<file path="config.mk">
export PLATFORM = sky130hd
export DESIGN_NAME = word_saboteur
export DESIGN_NICKNAME = d
export VERILOG_FILES = /design/src/rtl/saboteur_pkg.sv /design/src/rtl/sab_bit_cell.sv /design/src/rtl/word_saboteur.sv
export SDC_FILE = /design/constraint.sdc
export NUM_CORES = 1
export LEC_CHECK = 0
export ABC_CLOCK_PERIOD_IN_PS = 3000
export CORE_UTILIZATION = 52
export CTS_BUF_LIST = sky130_fd_sc_hd__clkbuf_8
export CTS_CLUSTER_DIAMETER = 120
export DETAILED_ROUTE_END_ITERATION = 6
export PLACE_DENSITY = 0.78
export RECOVER_POWER = 50
export SLEW_MARGIN = 20
export SYNTH_ARGS = -nofsm -noshare
export SYNTH_HDL_FRONTEND = slang
export SYNTH_SLANG_ARGS = --single-unit
</file>
<file path="constraint.sdc">
create_clock -name i_clk -period 3 [get_ports i_clk]
set_input_delay 0.45 -clock i_clk [delete_from_list [all_inputs] [get_ports i_clk]]
set_output_delay 0.45 -clock i_clk [all_outputs]
set_load 0.005 [all_outputs]
</file>
<file path="src/rtl/saboteur_pkg.sv">
// Shared encodings for the word saboteur: fault modes and controller states.
// Optional build macro used by word_saboteur: SABOTEUR_INJECT_CNT_EN.
package saboteur_pkg;

    typedef enum logic [1:0] {
        MODE_STUCK0   = 2'b00,
        MODE_STUCK1   = 2'b01,
        MODE_FLIP     = 2'b10,
        MODE_INTERMIT = 2'b11
    } mode_t;

    typedef enum logic [1:0] {
        ST_IDLE   = 2'b00,
        ST_DELAY  = 2'b01,
        ST_ACTIVE = 2'b10,
        ST_DONE   = 2'b11
    } state_t;

    localparam int INJECT_CNT_W = 16;

endpackage

</file>
<file path="src/rtl/sab_bit_cell.sv">
// Combinational single-bit fault applier: forces, inverts or passes one data bit.
module sab_bit_cell
    import saboteur_pkg::*;
(
    input  logic  i_data,
    input  logic  i_mask,
    input  mode_t i_mode,
    input  logic  i_active,
    input  logic  i_phase,
    output logic  o_data
);

    always_comb begin
        o_data = i_data;
        if (i_active && i_mask) begin
            case (i_mode)
                MODE_STUCK0:   o_data = 1'b0;
                MODE_STUCK1:   o_data = 1'b1;
                MODE_FLIP:     o_data = ~i_data;
                // Phase is high on odd ACTIVE cycles (first, third, ...).
                MODE_INTERMIT: o_data = i_phase ? ~i_data : i_data;
                default:       o_data = i_data;
            endcase
        end
    end

endmodule

</file>
<file path="src/rtl/word_saboteur.sv">
// Fault injector for a data word: armed request, programmable delay and duration.
// Define SABOTEUR_INJECT_CNT_EN to add the o_inject_cnt completed-injection counter.
module word_saboteur
    import saboteur_pkg::*;
#(
    parameter int WIDTH = 8,
    parameter int CNT_W = 16
) (
    input  logic             i_clk,
    input  logic             i_rst,
    input  logic [WIDTH-1:0] i_data,
    input  logic [WIDTH-1:0] i_mask,
    input  logic [1:0]       i_mode,
    input  logic [CNT_W-1:0] i_delay,
    input  logic [CNT_W-1:0] i_duration,
    input  logic             i_arm,
    input  logic             i_abort,
    output logic [WIDTH-1:0] o_data,
    output logic             o_active,
    output logic             o_busy,
`ifdef SABOTEUR_INJECT_CNT_EN
    output logic [INJECT_CNT_W-1:0] o_inject_cnt,
`endif
    output logic             o_done
);

    localparam logic [CNT_W-1:0] CNT_ONE = CNT_W'(1);

    state_t           r_state, w_state_next;
    logic [WIDTH-1:0] r_mask,  w_mask_next;
    mode_t            r_mode,  w_mode_next;
    logic [CNT_W-1:0] r_dur,   w_dur_next;
    logic [CNT_W-1:0] r_cnt,   w_cnt_next;
    logic             r_phase, w_phase_next;
    logic             w_accept;
    logic             w_active;

    // Abort has priority over arm, so a combined request never starts an injection.
    assign w_accept = i_arm && !i_abort && (r_state == ST_IDLE || r_state == ST_DONE);

    always_comb begin
        w_state_next = r_state;
        w_mask_next  = r_mask;
        w_mode_next  = r_mode;
        w_dur_next   = r_dur;
        w_cnt_next   = r_cnt;
        w_phase_next = r_phase;
        case (r_state)
            ST_IDLE, ST_DONE: begin
                w_state_next = ST_IDLE;
                w_cnt_next   = '0;
                w_phase_next = 1'b0;
                if (w_accept) begin
                    w_mask_next = i_mask;
                    w_mode_next = mode_t'(i_mode);
                    w_dur_next  = i_duration;
                    if (i_delay != '0) begin
                        w_state_next = ST_DELAY;
                        w_cnt_next   = i_delay;
                    end else begin
                        w_state_next = ST_ACTIVE;
                        w_cnt_next   = i_duration;
                        w_phase_next = 1'b1;
                    end
                end
            end
            ST_DELAY: begin
                if (i_abort) begin
                    w_state_next = ST_IDLE;
                    w_cnt_next   = '0;
                end else if (r_cnt <= CNT_ONE) begin
                    w_state_next = ST_ACTIVE;
                    w_cnt_next   = r_dur;
                    w_phase_next = 1'b1;
                end else begin
                    w_cnt_next = r_cnt - CNT_ONE;
                end
            end
            ST_ACTIVE: begin
                w_phase_next = ~r_phase;
                if (i_abort) begin
                    w_state_next = ST_IDLE;
                    w_cnt_next   = '0;
                    w_phase_next = 1'b0;
                end else if (r_dur != '0) begin
                    // Zero duration means permanent: the counter is left untouched.
                    if (r_cnt <= CNT_ONE) begin
                        w_state_next = ST_DONE;
                        w_cnt_next   = '0;
                        w_phase_next = 1'b0;
                    end else begin
                        w_cnt_next = r_cnt - CNT_ONE;
                    end
                end
            end
            default: begin
                w_state_next = ST_IDLE;
                w_cnt_next   = '0;
                w_phase_next = 1'b0;
            end
        endcase
    end

    always_ff @(posedge i_clk) begin
        if (i_rst) begin
            r_state <= ST_IDLE;
            r_mask  <= '0;
            r_mode  <= MODE_STUCK0;
            r_dur   <= '0;
            r_cnt   <= '0;
            r_phase <= 1'b0;
        end else begin
            r_state <= w_state_next;
            r_mask  <= w_mask_next;
            r_mode  <= w_mode_next;
            r_dur   <= w_dur_next;
            r_cnt   <= w_cnt_next;
            r_phase <= w_phase_next;
        end
    end

`ifdef SABOTEUR_INJECT_CNT_EN
    logic [INJECT_CNT_W-1:0] r_inject_cnt;

    always_ff @(posedge i_clk) begin
        if (i_rst) begin
            r_inject_cnt <= '0;
        end else if (r_state == ST_ACTIVE && w_state_next == ST_DONE
                     && r_inject_cnt != {INJECT_CNT_W{1'b1}}) begin
            r_inject_cnt <= r_inject_cnt + 1'b1;
        end
    end

    assign o_inject_cnt = r_inject_cnt;
`endif

    assign w_active = (r_state == ST_ACTIVE);
    assign o_active = w_active;
    assign o_busy   = (r_state == ST_DELAY) || (r_state == ST_ACTIVE);
    assign o_done   = (r_state == ST_DONE);

    for (genvar gi = 0; gi < WIDTH; gi++) begin : g_cell
        sab_bit_cell u_cell (
            .i_data   (i_data[gi]),
            .i_mask   (r_mask[gi]),
            .i_mode   (r_mode),
            .i_active (w_active),
            .i_phase  (r_phase),
            .o_data   (o_data[gi])
        );
    end

endmodule

</file>
# Yosys cells after proc, flatten, opt, wreduce, memory -nomap -nowiden
# Index checks and enable logic that the tools add are counted.
[totals]
inputBits = 54
out_inout_bits = 11
word_cells = 97
regBits = 45
[classes]
order_cmp = 1
bitwise_logic = 9
n_reduce_logical = 21
n_mux = 48
n_eq_ne = 11
add_sub_neg = 1
[op_table]
columns = ["cell", "count"]
rows = [
  ["16-bit 2-to-1 mux", 7],
  ["16-bit case mux with 3 select lines", 1],
  ["1-bit case mux with 4 select lines", 8],
  ["16-bit nonzero test", 2],
  ["1-bit 2-to-1 mux", 23],
  ["16-bit by 1-bit <= comparator with 1-bit output, second input constant", 1],
  ["16-bit by 1-bit subtractor with 16-bit output, second input constant", 1],
  ["2-bit 2-to-1 mux", 7],
  ["1-bit logical AND", 10],
  ["3-bit != test, second input constant", 3],
  ["1-bit inverter", 9],
  ["2-bit equality test, second input constant", 4],
  ["2-bit case mux with 3 select lines", 1],
  ["2-bit by 1-bit equality test with 1-bit output, second input constant", 2],
  ["2-bit zero test", 2],
  ["2-bit != test, second input constant", 2],
  ["2-bit AND reduction", 2],
  ["1-bit case mux with 3 select lines", 1],
  ["3-bit AND reduction", 1],
  ["1-bit logical OR", 2],
  ["2-bit OR reduction", 1],
  ["1-bit zero test", 1],
]

# Depth between registers and ports, before layout
# Gate-level depths: netlist of run 1.
[depth]
word_depth = 5
mapped_depth = 8
mapped_depth_nobuf = 7

# By module
# From an unflattened synthesis of run 1, not the netlist that was laid out.
[hier_totals]
hier_cells = 404
hier_area_um2 = 2846.5
[by_module_without_submodules]
columns = ["module", "cells_per_inst", "area_each_um2", "seq_area_each_um2", "n_inst"]
rows = [
  ["word_saboteur", 348, 2536.2, 900.9, 1],
  ["sab_bit_cell", 7, 38.8, 0.0, 8],
]

# Worst setup path before layout of run 1
# No wires, ideal clock.
[synth_timing]
kind = "flip-flop to output port"
startpoint = "register r_state[0]"
endpoint = "output port o_data[0]"
required_ps = 2550
arrival_time_ps = 1680
path_buffers = 2
path_stages_with_launch = 8
path_slack_ps = 870
cell_sequence = "dfxtp_1 inv_1 ha_1 clkbuf_1 a21boi_1 nand2_1 a32o_1 buf_4"
[synth_via]
elab_chain_cells = 3
[synth_lines]
columns = ["element", "line_no", "rtl"]
rows = [
  ["start: declaration", "word_saboteur.sv:29", "state_t r_state, w_state_next;"],
  ["start signal: assignment", "word_saboteur.sv:113", "r_state <= w_state_next;"],
  ["2-bit equality test", "word_saboteur.sv:137", "assign w_active = (r_state == ST_ACTIVE);"],
  ["net o_active", "word_saboteur.sv:19", "output logic o_active,"],
  ["1-bit logical AND", "sab_bit_cell.sv:15", "if (i_active && i_mask) begin"],
  ["1-bit 2-to-1 mux", "sab_bit_cell.sv:15", ""],
  ["end: declaration", "word_saboteur.sv:18", "output logic [WIDTH-1:0] o_data,"],
]
# The timed path passes the listed nets, and every way through them passes these cells.

# Worst setup path after layout of run 1
[layout_timing]
startpoint = "register r_state[0]"
endpoint = "output port o_data[5]"
[layout_via]
elab_chain_cells = 3
[layout_lines]
columns = ["element", "line_no"]
rows = [
  ["2-bit equality test", "word_saboteur.sv:137"],
  ["1-bit logical AND", "sab_bit_cell.sv:15"],
  ["1-bit 2-to-1 mux", "sab_bit_cell.sv:15"],
]
# Every way passes these cells.

==> metrics.txt, run 1 <==
status complete, no violations; Starting Density 55.1%; relative slew slack 46.5%; clock sinks 45; Root Driver clkbuf_8; clk buf depth 2; clk_lat worst skew 0.30 ns; initial antenna violation count 0; Peak Freq 367 MHz; share of cells above drive strength 1 6.43%; clk_skew 0.00730 ns; R2R Path Start r_state[0]; VDD IR max 274 µV; cell taking the most area after synthesis dfxtp_1; sequential share of the synthesized area 31.2%; Register-to-Register Path Depth 8; Detail Placement HPWL 6.32 mm; Worst setup EP type output pin; max cap viols 0; vias in the first global route 2884; Worst path slowest cell a21boi_1; drt first pass iters 5; Via-to-Cell Ratio 6.27; hold_sp r_mask[6]; Slew Viols, Final 0; Cells after Synth 370; Static Leak 0.00131 µW; worst hold path type flop to flop; Mapped Area 0.00289 mm²; Cell Chain, Critical Path inv_1 > ha_1 > a21boi_1 > nand2_1 > a32o_1 > clkdlybuf4s50_1; reg-to-reg endpoint r_cnt[8]; cts hold-fix bufs 0; die area 0.00586 mm²; CP Max Fanout 8; Nets 479; Ys Warns 0; GP Congestion 0.917; global-route wire length before repair 14.4 mm; Tcrit/Tclk final 90.8%; H-tree Lvls 2; Post-CTS Setup Bufs 0; unrepaired setup endpoints after global routing false; worst setup path class flop to output pin; WP data required 2.55 ns; ranking of synthesized cells by area dfxtp_1 31%, nand2_1 9.2%, a21oi_1 8.3%; post-placement cell count 483; Fillers 447; clk slew on worst S/H paths 0.09 ns; Core Region 0.00524 mm²; count of input and output buffers 64; share of the synthesized area in the top cell type 31.2%; fraction of registers with async set or reset after synthesis 0%; R2R Setup Slk 0.32 ns; CP Launch Point r_state[0]; Resize count post-CTS 0; Data arrival, critical path 2.27 ns; Post-synth EDFFs 0; Die Y 76.5 µm; Vias 3070; largest net degree at the start of global routing 38; Total GRT Usage 30.4%; Final Hold Fails 0; I/O pins 65; Synth Flop Type dfxtp_1; final WL 8.71 mm; cell depth of the worst setup path 6; Die X 76.5 µm; Finish-stage setup viols 0; CTS tree yes; Post-Syn Area per Cell 7.80 µm²; Synth top cells by count 71 x nand2_1, 48 x a21oi_1, 45 x dfxtp_1, 18 x nor2_1, 15 x clkbuf_1; max incr delay on CP 0.59 ns; fin cells 490; grt total ovfl 0; Detail Route Antenna Nets 0; syn_nets 429; #FFs+latches synth 45; min Tclk post-route 2.72 ns; First DRT Iteration DRCs 276; routed length per placed instance 17.8 µm; Startpoint Class flop; total CTS buffers 5; Fin Setup TNS 0 ns; count leader, synth nand2_1; Setup crit end o_data[5]; P per Cell Area 405 mW/mm²; Buf/Inv on CP 2; number of remaining DRC errors 0; top cell family by delay on the critical path compound AO/OA/AOI/OAI gates; antenna cells 0; Worst Tran Pin Value 0.798 ns; Pwr Total 1460 µW; Cell Rows 26; Synth cell types 58; area grow syn2layout 25.0%
==> metal layers <==
layer  track usage (%)  part of all wire, %  routed length, µm
met1              42.6                   46               3980
met2              45.9                   44               3830
met3              6.83                  8.7                759
met4              10.2                  1.6                138
met5                 0                    0                  0
==> report_power, final <==
part	switching [µW]	leakage, µW	internal (µW)
sequential	32.6	0.000367	624
clock	208	0.0000540	242
combinational	184	0.000886	173
total	424	0.00131	1040
==> registers in the layout, indices dropped and copies added (netlist names) <==
name,count
r_state,2
r_dur,16
r_mode,2
r_mask,8
r_phase,1
r_cnt,16
==> worst register-to-register path, stage by stage, from the launching register on <==
cell,delay (ns)
dfxtp_1,0.34
inv_1,0.07
ha_1,0.19
clkbuf_1,0.48
nor2b_1,0.23
nand2_1,0.13
o21ai_1,0.66
nor4_1,0.16
a211o_1,0.31
==> layout by cell type (no fill, tap or decap), drive strengths merged, types with 8 or more instances in the layout <==
cell type       n
nand2          71
clkdlybuf4s50  63
a21oi          49
dfxtp          45
nor2           19
a211oi         13
nor4           13
a32o           10
clkbuf          9
inv             8
o21ai           8
==> cell families (layout without fill, tap and decap cells) <==
kind of cell | Yosys count | in the layout | synth area share (%)
XOR/XNOR | 10 | 10 | 3.03
AND/OR/NAND/NOR | 145 | 145 | 26.3
AO/OA/AOI/OAI | 126 | 126 | 30.4
flip-flops | 45 | 45 | 31.2
buffers and inverters | 39 | 89 | 6.98
adder cells (fa/ha/maj) | 5 | 5 | 2.17
==> layout make-up <==
class | instances | area, µm² | share of cell area, %
Multi-Input combinational cell | 286 | 1790 | 49.4
Sequential cell | 45 | 901 | 24.9
Timing Repair Buffer | 74 | 703 | 19.5
Tap cell | 70 | 87.6 | 2.43
Clock buffer | 5 | 68.8 | 1.91
Clock inverter | 2 | 35.0 | 0.970
Inverter | 8 | 30.0 | 0.832
==> stage by stage <==
stage          instance area (µm²)  hold slack [ns]  setup slack [ns]  util, %
2_1_floorplan                 2890            0.449             0.870        -
3_3_place_gp                  3520            0.458             0.628     67.2
3_5_place_dp                  3520            0.467             0.500     67.2
4_1_cts                       3630            0.479             0.287     69.2
5_1_grt                       3610            0.500             0.120     68.9
6_report                      3610            0.477             0.276     68.9
==> worst min path at each step <==
stage | to | slack (ns) | depth (start not counted)
2_1_floorplan | r_dur[15] | 0.45 | 2
3_3_place_gp | r_mask[7] | 0.46 | 2
3_5_place_dp | r_mask[6] | 0.47 | 2
4_1_cts | r_mask[6] | 0.48 | 2
5_1_grt | r_mask[6] | 0.50 | 2
6_report | r_mask[6] | 0.48 | 2
Note: power is estimated with default switching activity, not from simulation.
==> run 2: changes to the inputs <==
- CORE_ASPECT_RATIO: not set -> 1.5
==> run 2 against run 1 <==
Sequential power hardly changed. Non-clock buffer count is 3 higher. Worst setup slack better by 0.037 ns. Die area is 0.11% higher. Clock power is 18% lower. Fmax is 1.4% higher. Via count is 2.8% higher. Utilization hardly changed. Highest routed layer unchanged.
==> metrics.txt, run 2 (synthesis results as in run 1) <==
status complete, no violations; Pwr Total 1390 µW; R2R Setup Slk 0.54 ns; share of cells above drive strength 1 7.08%; total CTS buffers 5; sequential share of power 47.4%; min Tclk post-route 2.69 ns; Detail Route Antenna Nets 0; number of remaining DRC errors 0; Total GRT Usage 34.0%; initial antenna violation count 0; Worst setup EP type output pin; Resize count post-CTS 0; Gate power share 26.0%; Tcrit/Tclk final 89.6%; clock power share 26.6%; Cell Rows 32; Fillers 466; Internal Pwr Total 960 µW; Final Hold Fails 0; clk_lat worst skew 0.31 ns; Vias 3156; Detail Placement HPWL 7.22 mm; Root Driver clkbuf_8; die area 0.00586 mm²; most common cell after layout, fill and taps aside nand2_1; global-route wire length before repair 15.2 mm; P per Cell Area 384 mW/mm²; Die X 62.8 µm; grt total ovfl 0; Post-CTS Setup Bufs 0; drt first pass iters 6; reg-to-reg endpoint r_phase; vias in the first global route 3105; Register-to-Register Path Depth 7; worst hold path type flop to flop; Slew Viols, Final 0; CP Max Fanout 8; Fin Setup TNS 0 ns; clock sinks 45; cts hold-fix bufs 0; count of input and output buffers 64; placed instance area 0.00354 mm²; H-tree Lvls 2; Largest regs r_cnt (16), r_dur (16), r_mask (8); area grow syn2layout 25.2%; Startpoint Class flop; cell area after layout 0.00361 mm²; Via-to-Cell Ratio 6.41; Nets 482; most frequent cells in the layout 71 x nand2_1, 62 x clkdlybuf4s50_1, 48 x a21oi_1, 45 x dfxtp_1, 18 x nor2_1; R2R Path Start r_cnt[0]; Finish-stage setup viols 0; GP Congestion 0.958; WP data required 2.55 ns; worst setup path class flop to output pin; I/O pins 65; clk buf depth 2; Starting Density 55.1%; Sw Pwr 428 µW; final WL 9.40 mm; CTS tree yes; VDD IR max 259 µV; Worst Tran Pin Value 0.823 ns; Peak Freq 372 MHz; clk_skew 0.0102 ns; unrepaired setup endpoints after global routing false; Worst path slowest cell a21boi_1; relative slew slack 45.1%; First DRT Iteration DRCs 203; Net Sw Frac 30.8%; max cap viols 0; Static Leak 0.00132 µW; Die Y 93.3 µm; clk slew on worst S/H paths 0.09 ns; Data arrival, critical path 2.24 ns; Core Region 0.00525 mm²; Setup crit end o_data[4]; Cell Chain, Critical Path ha_1 > a21boi_1 > nand2_1 > a32o_1 > clkdlybuf4s50_1; largest net degree at the start of global routing 32; CP Launch Point r_state[1]; max incr delay on CP 0.56 ns; antenna cells 0; routed length per placed instance 19.1 µm
## run 2: cell count changes in the layout (fill, tap and decap cells not counted), sizes merged
cell / delta
buf: +5
inv: +1
clkbuf: -2
bufinv: -1
clkdlybuf4s50: -1
dlygate4sd3: +1
clkinv: +1
## run 2: power groups by stage
stage | Combinational [µW] | Sequential [µW] | Clock [µW]
floorplan | 225 | 657 | 0
global placement | 354 | 670 | 0
detailed placement | 358 | 671 | 0
CTS | 361 | 657 | 370
global route | 391 | 661 | 395
finish | 361 | 658 | 369
## run 2: layout make-up
type | instances | area (µm²) | area share (%)
clock buffers | 5 | 68.8 | 1.90
repair buffers | 77 | 731 | 20.2
clock inverters | 3 | 13.8 | 0.381
multi-input cells | 286 | 1790 | 49.4
inverters | 8 | 30.0 | 0.831
flip-flops and latches | 45 | 901 | 24.9
well taps | 68 | 85.1 | 2.35
## run 2: metal layers
layer | wire (µm) | up-vias | global-route usage (%)
met5 | 0 | - | 0
met4 | 566 | 0 | 21.5
met3 | 576 | 43 | 4.27
met2 | 4930 | 160 | 63.3
met1 | 3330 | 1470 | 35.5
li1 | - | 1483 | -
## run 2: metrics by stage
stage	util (%)	hold slack, ns	instances	setup slack, ns
floorplan	-	0.449	370	0.870
global placement	67.5	0.458	484	0.359
detailed placement	67.5	0.466	484	0.309
CTS	69.1	0.478	492	0.280
global route	68.9	0.498	492	0.156
finish	68.9	0.477	492	0.313
## run 2: how the worst min path moves through the flow
| stage | from | to | slack (ns) | cells after the start |
|---|---|---|---|---|
| 2_1_floorplan | r_dur[15] | r_dur[15] | 0.45 | 2 |
| 3_3_place_gp | r_mask[3] | r_mask[3] | 0.46 | 2 |
| 3_5_place_dp | r_mask[5] | r_mask[5] | 0.47 | 2 |
| 4_1_cts | r_mask[2] | r_mask[2] | 0.48 | 2 |
| 5_1_grt | r_mask[1] | r_mask[1] | 0.50 | 2 |
| 6_report | r_mask[5] | r_mask[5] | 0.48 | 2 |
## run 2: critical path, delay by kind of cell (launching register included)
kind,cells,cell delay (ns)
AOI/OAI and AO/OA,2,0.79
DFF,1,0.39
buffers and inverters,1,0.46
adders and majority gates,1,0.19
and+or+nand+nor,1,0.11
==> run 3: changes to the inputs <==
- ABC_CLOCK_PERIOD_IN_PS: 3000 -> not set
- TNS_END_PERCENT: not set -> 1
==> results of run 3 <==
Final layout, timing and power as in run 2 (identical DEF).
